File: src/rtl/btn_conditioner_pkg.sv
// Shared button-index map for the conditioner and the calculator top-level.
// btn_raw / btn_level / btn_pulse bit positions: c, l, u, r, d.
package btn_conditioner_pkg;

  localparam int unsigned IDX_BTNC  = 0;
  localparam int unsigned IDX_BTNL  = 1;
  localparam int unsigned IDX_BTNU  = 2;
  localparam int unsigned IDX_BTNR  = 3;
  localparam int unsigned IDX_BTND  = 4;
  localparam int unsigned BTN_COUNT = IDX_BTND + 1;

  // Nominal settle window: 10 ms at 100 MHz.
  localparam int unsigned DEBOUNCE_DEFAULT = 1000000;
  localparam int unsigned CNT_W_DEFAULT    = 24;

endpackage

File: src/rtl/btn_conditioner_debounce_1b.sv
// Single-channel button conditioner: 2-FF synchroniser, stability counter,
// debounced level register and press pulse.
// Ports:
//   clk       system clock (rising edge)
//   rst       synchronous active-high reset
//   btn_raw   raw asynchronous button input
//   btn_level debounced state, 1 = pressed (flop output)
//   btn_pulse one-cycle pulse when btn_level rises (flop output)
module btn_debounce_1b #(
  parameter int unsigned DEBOUNCE_CYCLES = 1000000,
  parameter int unsigned CNT_W           = 24
) (
  input  logic clk,
  input  logic rst,
  input  logic btn_raw,
  output logic btn_level,
  output logic btn_pulse
);

  localparam logic [CNT_W-1:0] CNT_LAST = CNT_W'(DEBOUNCE_CYCLES - 1);

  logic             r_s1;
  logic             r_s2;
  logic             r_stable;
  logic             r_pulse;
  logic [CNT_W-1:0] r_cnt;

  logic             w_stable_next;
  logic [CNT_W-1:0] w_cnt_next;

  // Count consecutive cycles where the synchronised input disagrees with the
  // accepted state; any agreement restarts the window.
  always_comb begin
    w_stable_next = r_stable;
    w_cnt_next    = '0;
    if (r_s2 != r_stable) begin
      if (r_cnt == CNT_LAST) begin
        w_stable_next = r_s2;
      end else begin
        w_cnt_next = r_cnt + CNT_W'(1);
      end
    end
  end

  // Synchroniser, counter, stable state and rising-edge pulse.
  always_ff @(posedge clk) begin
    if (rst) begin
      r_s1     <= 1'b0;
      r_s2     <= 1'b0;
      r_stable <= 1'b0;
      r_pulse  <= 1'b0;
      r_cnt    <= '0;
    end else begin
      r_s1     <= btn_raw;
      r_s2     <= r_s1;
      r_stable <= w_stable_next;
      r_pulse  <= w_stable_next & ~r_stable;
      r_cnt    <= w_cnt_next;
    end
  end

  assign btn_level = r_stable;
  assign btn_pulse = r_pulse;

endmodule

File: src/rtl/btn_conditioner.sv
// Push-button front end: one independent debounce channel per button.
// Ports:
//   clk       system clock (rising edge)
//   rst       synchronous active-high reset
//   btn_raw   raw buttons, bit map from btn_conditioner_pkg
//   btn_level debounced levels (opcode select)
//   btn_pulse one-cycle press pulses (accumulator clear/load)
module btn_conditioner
  import btn_conditioner_pkg::*;
#(
  parameter int unsigned NUM_BTN         = BTN_COUNT,
  parameter int unsigned DEBOUNCE_CYCLES = DEBOUNCE_DEFAULT,
  parameter int unsigned CNT_W           = CNT_W_DEFAULT
) (
  input  logic               clk,
  input  logic               rst,
  input  logic [NUM_BTN-1:0] btn_raw,
  output logic [NUM_BTN-1:0] btn_level,
  output logic [NUM_BTN-1:0] btn_pulse
);

  // No shared state between channels: simultaneous presses pulse together.
  for (genvar g = 0; g < NUM_BTN; g++) begin : g_ch
    btn_debounce_1b #(
      .DEBOUNCE_CYCLES (DEBOUNCE_CYCLES),
      .CNT_W           (CNT_W)
    ) u_deb (
      .clk       (clk),
      .rst       (rst),
      .btn_raw   (btn_raw[g]),
      .btn_level (btn_level[g]),
      .btn_pulse (btn_pulse[g])
    );
  end

endmodule

File: config.mk
export PLATFORM = sky130hd
export DESIGN_NAME = btn_conditioner
export DESIGN_NICKNAME = d
export VERILOG_FILES = /design/src/rtl/btn_conditioner_pkg.sv /design/src/rtl/btn_conditioner_debounce_1b.sv /design/src/rtl/btn_conditioner.sv
export SDC_FILE = /design/constraint.sdc
export NUM_CORES = 1
export LEC_CHECK = 0
export ABC_AREA = 1
export BUFFER_PORTS_ARGS = -buffer_cell sky130_fd_sc_hd__buf_2
export CORE_ASPECT_RATIO = 0.7
export CORE_MARGIN = 1
export CORE_UTILIZATION = 55
export CTS_CLUSTER_SIZE = 8
export DETAILED_ROUTE_END_ITERATION = 16
export GPL_TIMING_DRIVEN = 0
export PLACE_DENSITY = 0.72
export SLEW_MARGIN = 20
export SYNTH_ARGS = -nofsm -noshare
export SYNTH_HDL_FRONTEND = slang
export SYNTH_SLANG_ARGS = --single-unit
File: constraint.sdc
create_clock -name clk -period 3.45 [get_ports clk]
set_clock_uncertainty 0.1 [all_clocks]
set_input_delay 0.1725 -clock clk [delete_from_list [all_inputs] [get_ports clk]]
set_output_delay 0.1725 -clock clk [all_outputs]
set_load 0.1 [all_outputs]
# Word level (Yosys, flattened, before mapping)

Cells that the tools add are included.

Flip-flop bits (word level): 140
Input bits: 7
Output and inout bits: 10
Logic and storage cells: 70

Add/sub/neg operators: 5
Eq/ne operators: 10
Mux-type cells: 10
Bitwise operators: 15
Reductions and logical operators: 5

Operator list:

| cell                                                  | number |
|---|---|
| adder 24 x 1 -> 24 bit, second input constant         | 5 |
| equality test 24 x 20 -> 1 bit, second input constant | 5 |
| OR reduction 3 bit                                    | 5 |
| two-way mux 1 bit                                     | 10 |
| NOT 1 bit                                             | 10 |
| AND 1 bit                                             | 5 |
| inequality test 1 bit                                 | 5 |

# Depth between registers and ports, before layout

Word-level depth: 4
Mapped depth: 9

# Cells and area by module

Synthesis repeated with hierarchy kept, for this count alone.

Cells, all modules: 1105
Area, all modules: 7526.0 um^2

By module, submodules not included:

| module          | instances | cells each | area an instance (um^2) | sequential area each (um^2) |
|---|---|---|---|---|
| btn_debounce_1b | 5         | 221        | 1505.2                  | 560.5 |

# Worst setup path before layout

No wires, ideal clock.

Path kind: reg-to-reg
From: register g_ch[4].u_deb.r_cnt[0]
To: register g_ch[4].u_deb.r_cnt[15]
Data arrival time: 1272 ps
Setup slack: 1963 ps
Cell stages (with the launch flop): 8
Buffers on the path: 1
Cell sequence: dfxtp_1 > ha_1 > nand3_2 > nor2_1 > nand3_1 > nand2_2 > buf_6 > nor2_1

Word-level cells in the longest chain between the ends: 2
Elaborated cells between the ends (all ways): 3

Ends and longest elaborated chain:

| what                                                           | line                              | source |
|---|---|---|
| start: declaration                                             | btn_conditioner_debounce_1b.sv:26 | `logic [CNT_W-1:0] r_cnt;` |
| start signal: assignment                                       | btn_conditioner_debounce_1b.sv:58 | `r_cnt <= w_cnt_next;` |
| branches (longest 2 deep; another with adder 24 x 1 -> 24 bit) | n/a                               |  |

Parallel ways; which one is timed is not known.
A chain may end at the register's enable or synchronous reset.

# Worst setup path in the final report

From: register g_ch[2].u_deb.r_cnt[0]
To: register g_ch[2].u_deb.r_cnt[14]

Word-level cells in the longest chain between the ends: 2
Elaborated cells between the ends (all ways): 3

Ends and longest elaborated chain:

| what                                                           | line |
|---|---|
| start: declaration                                             | btn_conditioner_debounce_1b.sv:26 |
| start signal: assignment                                       | btn_conditioner_debounce_1b.sv:58 |
| branches (longest 2 deep; another with adder 24 x 1 -> 24 bit) | n/a |

Parallel ways; which one is timed is not known.

==> results.cfg <==
[sta]
rsz0062_at_grt = false
max-slew-margin-rel_pct = 59.83
layout_min_cycle_time_ps = 1765
finalHoldViolCount = 0
fmax_ghz = 0.5666
slew_violations = 0
worst_pin_slew_ps = 602.5
fin_setup_tns_ps = 0
setup-violations-final = 0
finalCritPeriodShare_pct = 51.16

[setup_path]
crit_path_cell_trace = ha_1 > nand3_2 > nor2_1 > nand3_1 > nand2_2 > buf_6 > nor2_1
path_buf_inv = 1
cp-end-kind = flop
path_delay_family = simple AND/OR/NAND/NOR gates
critPathMaxStageDelay_ps = 380
slowest_stage = dfxtp_1
critPathMaxFanout = 10
criticalPathCategory = reg -> reg
startpoint_type = flop
worstPathRequired_ps = 3640
crit_top_cell = nor2_1
cp_data_arrival_time_ps = 1960

[clock_tree]
clock_path_buffers = 2
cts_sinks = 140
numCtsBuffers = 17
postCtsSetupBuffers = 0
htreeDepth = 4
cts_tree = built
cts.repair.resized = 0
cts-root-buf = clkbuf_16
postCtsHoldBufs = 5
clkSlewWorstSetupHoldPaths_ps = 60
clock_latency_ps = 410

[finish]
syn2layout_area_growth_pct = 13.54
final_common_cell = nand2_1
mostFrequentLayoutCells = 305 x nand2_1, 287 x nor2_1, 140 x dfxtp_1
layout-drive-gt1-share_pct = 10.01
nets = 1158
antenna_cells = 0

[yosys]
netlist_instances = 1106
synth_area_per_cell_um2 = 6.592
synth_cell_type_count = 27
ys_seq_area_share_pct = 38.44
synth_top_area_share_pct = 38.44
synthTopCellsByArea = dfxtp_1 38%, nand2_1 16%, nor2_1 15%, inv_1 5.5%, a21oi_1 3.5%
syn-num-nets = 1118
yosys_warnings = 0
syn-cell-area_um2 = 7291
synth_top_cell_by_area = dfxtp_1
ys_seq_elements = 140

[detailed_routing]
wl_per_cell_um = 11.70
antenna_left = 0
wl_um = 15460
drt-pass1-iter-count = 5
drc = 0
drtIter0Drc = 468
vias = 6484
avgViaCountPerCell = 4.908

[grt]
gr-usage-met3_pct = 4.365
top_usage_layer = met2
grtUsageTotal_pct = 24.33
grt_overflow = 0
grtUsageMet2_pct = 36.72
grt_pass1_vias = 5904
grt_max_degree = 17
grt_pass1_wl_um = 27040
use_met1_pct = 35.09
antenna_found_initial = 0

[floorplanning]
rows = 34
initial_core_util_pct = 57.51
die_area_um2 = 13730
core_area_um2 = 12680
num_io_pins = 17
die_y_um = 98.33
fp.dieW_um = 139.6

[power_and_ir_drop]
max-vdd-ir-drop_v = 0.0003061
p_total_mw = 3.663
p_per_area_nw_per_um2 = 442.5
leakagePower_nw = 2.776

[run_status]
status = finished, final reports clean

[flow_run]
drv_cap = 0

[place]
hpwl_um = 11460
routabilityCongestion = 0.9060
io_buffers = 16

[hold_path]
worstHoldPathType = in -> reg
-- cells by family after synthesis --
logic type      synth area share [%]
simple gates                   41.75
flops                          38.44
buf+inv                        8.392
compound gates                 4.668
xor+xnor                       5.886
fa+ha+maj                     0.8581
-- synth_stat cells --
library cell and number:
o21ai_0 5, nand3_4 2, nand3_1 45, xnor2_1 29, nand2_4 1, nor3_1 5, inv_1 107, dfxtp_1 140
nor2_1 287, nor2_2 8, nand4_1 10, nand3b_1 8, or2_2 7, o21bai_1 8, nand3_2 10, nor2_4 8
clkbuf_1 2, ha_1 5, inv_2 4, or2_0 10, a21oi_1 51, buf_6 10, xor2_1 20, buf_4 10
and2_1 1, nand2_2 8, nand2_1 305
-- area by class of cell --
class | count | area, µm²
Buffer | 22 | 195.2
Clock buffer | 22 | 494.2
Clock inverter | 10 | 160.2
Fill cell | 1142 | 4399
Inverter | 111 | 416.7
Multi-Input combinational cell | 833 | 3876
Sequential cell | 140 | 2803
Tap cell | 162 | 202.7
Timing Repair Buffer | 21 | 130.1
-- worst register-to-register path: stages (launching register included) --
cell and delay, ps:
dfxtp_1 380, ha_1 270, nand3_2 200, nor2_1 150
nand3_1 110, nand2_2 180, buf_6 180, nor2_1 60
-- registers in the layout, summed over array words and instances, names as in the netlist --
signal / count
g_ch.u_deb.r_s1: 5
g_ch.u_deb.btn_pulse: 5
g_ch.u_deb.r_cnt: 120
g_ch.u_deb.btn_level: 5
g_ch.u_deb.r_s2: 5
-- metal layers --
metal / wire length, µm / part of all wire [%]
met1: 8286 / 54
met2: 6287 / 41
met3: 739 / 4.8
met4: 144 / 0.93
met5: 0 / 0
-- final timing paths --
path,startpoint,slack (ps),depth (start not counted),endpoint
worst max register to register,g_ch[2].u_deb.r_cnt[0],1680,7,g_ch[2].u_deb.r_cnt[14]
worst min-delay path,rst,70,4,g_ch[4].u_deb.r_cnt[16]
worst min register to register,g_ch[1].u_deb.r_s1,300,2,g_ch[1].u_deb.r_s2
worst max-delay path,g_ch[2].u_deb.r_cnt[0],1680,7,g_ch[2].u_deb.r_cnt[14]
-- metrics by stage --
| step | hold slack (ps) | worst slack (ps) | std cells | util, % | cell area, µm² |
|---|---|---|---|---|---|
| CTS | 55.43 | 1692 | 1321 | 65.30 | 8278 |
| finish | 70.75 | 1685 | 1321 | 65.30 | 8278 |
| floorplan | 179.5 | 1963 | 1106 | - | 7291 |
| detailed placement | 286.7 | 1733 | 1284 | 59.74 | 7574 |
| global route | 81.94 | 1506 | 1321 | 65.30 | 8278 |
| global placement | 281.6 | 1732 | 1284 | 59.74 | 7574 |
-- power breakdown --
part           internal [mW]  total [mW]  switching (mW)
combinational         0.0175      0.0444          0.0270
sequential              1.62        1.63         0.00509
clock                   1.31        1.99           0.683
total                   2.95        3.66           0.715
No activity file was read; power rests on OpenSTA's default activity.
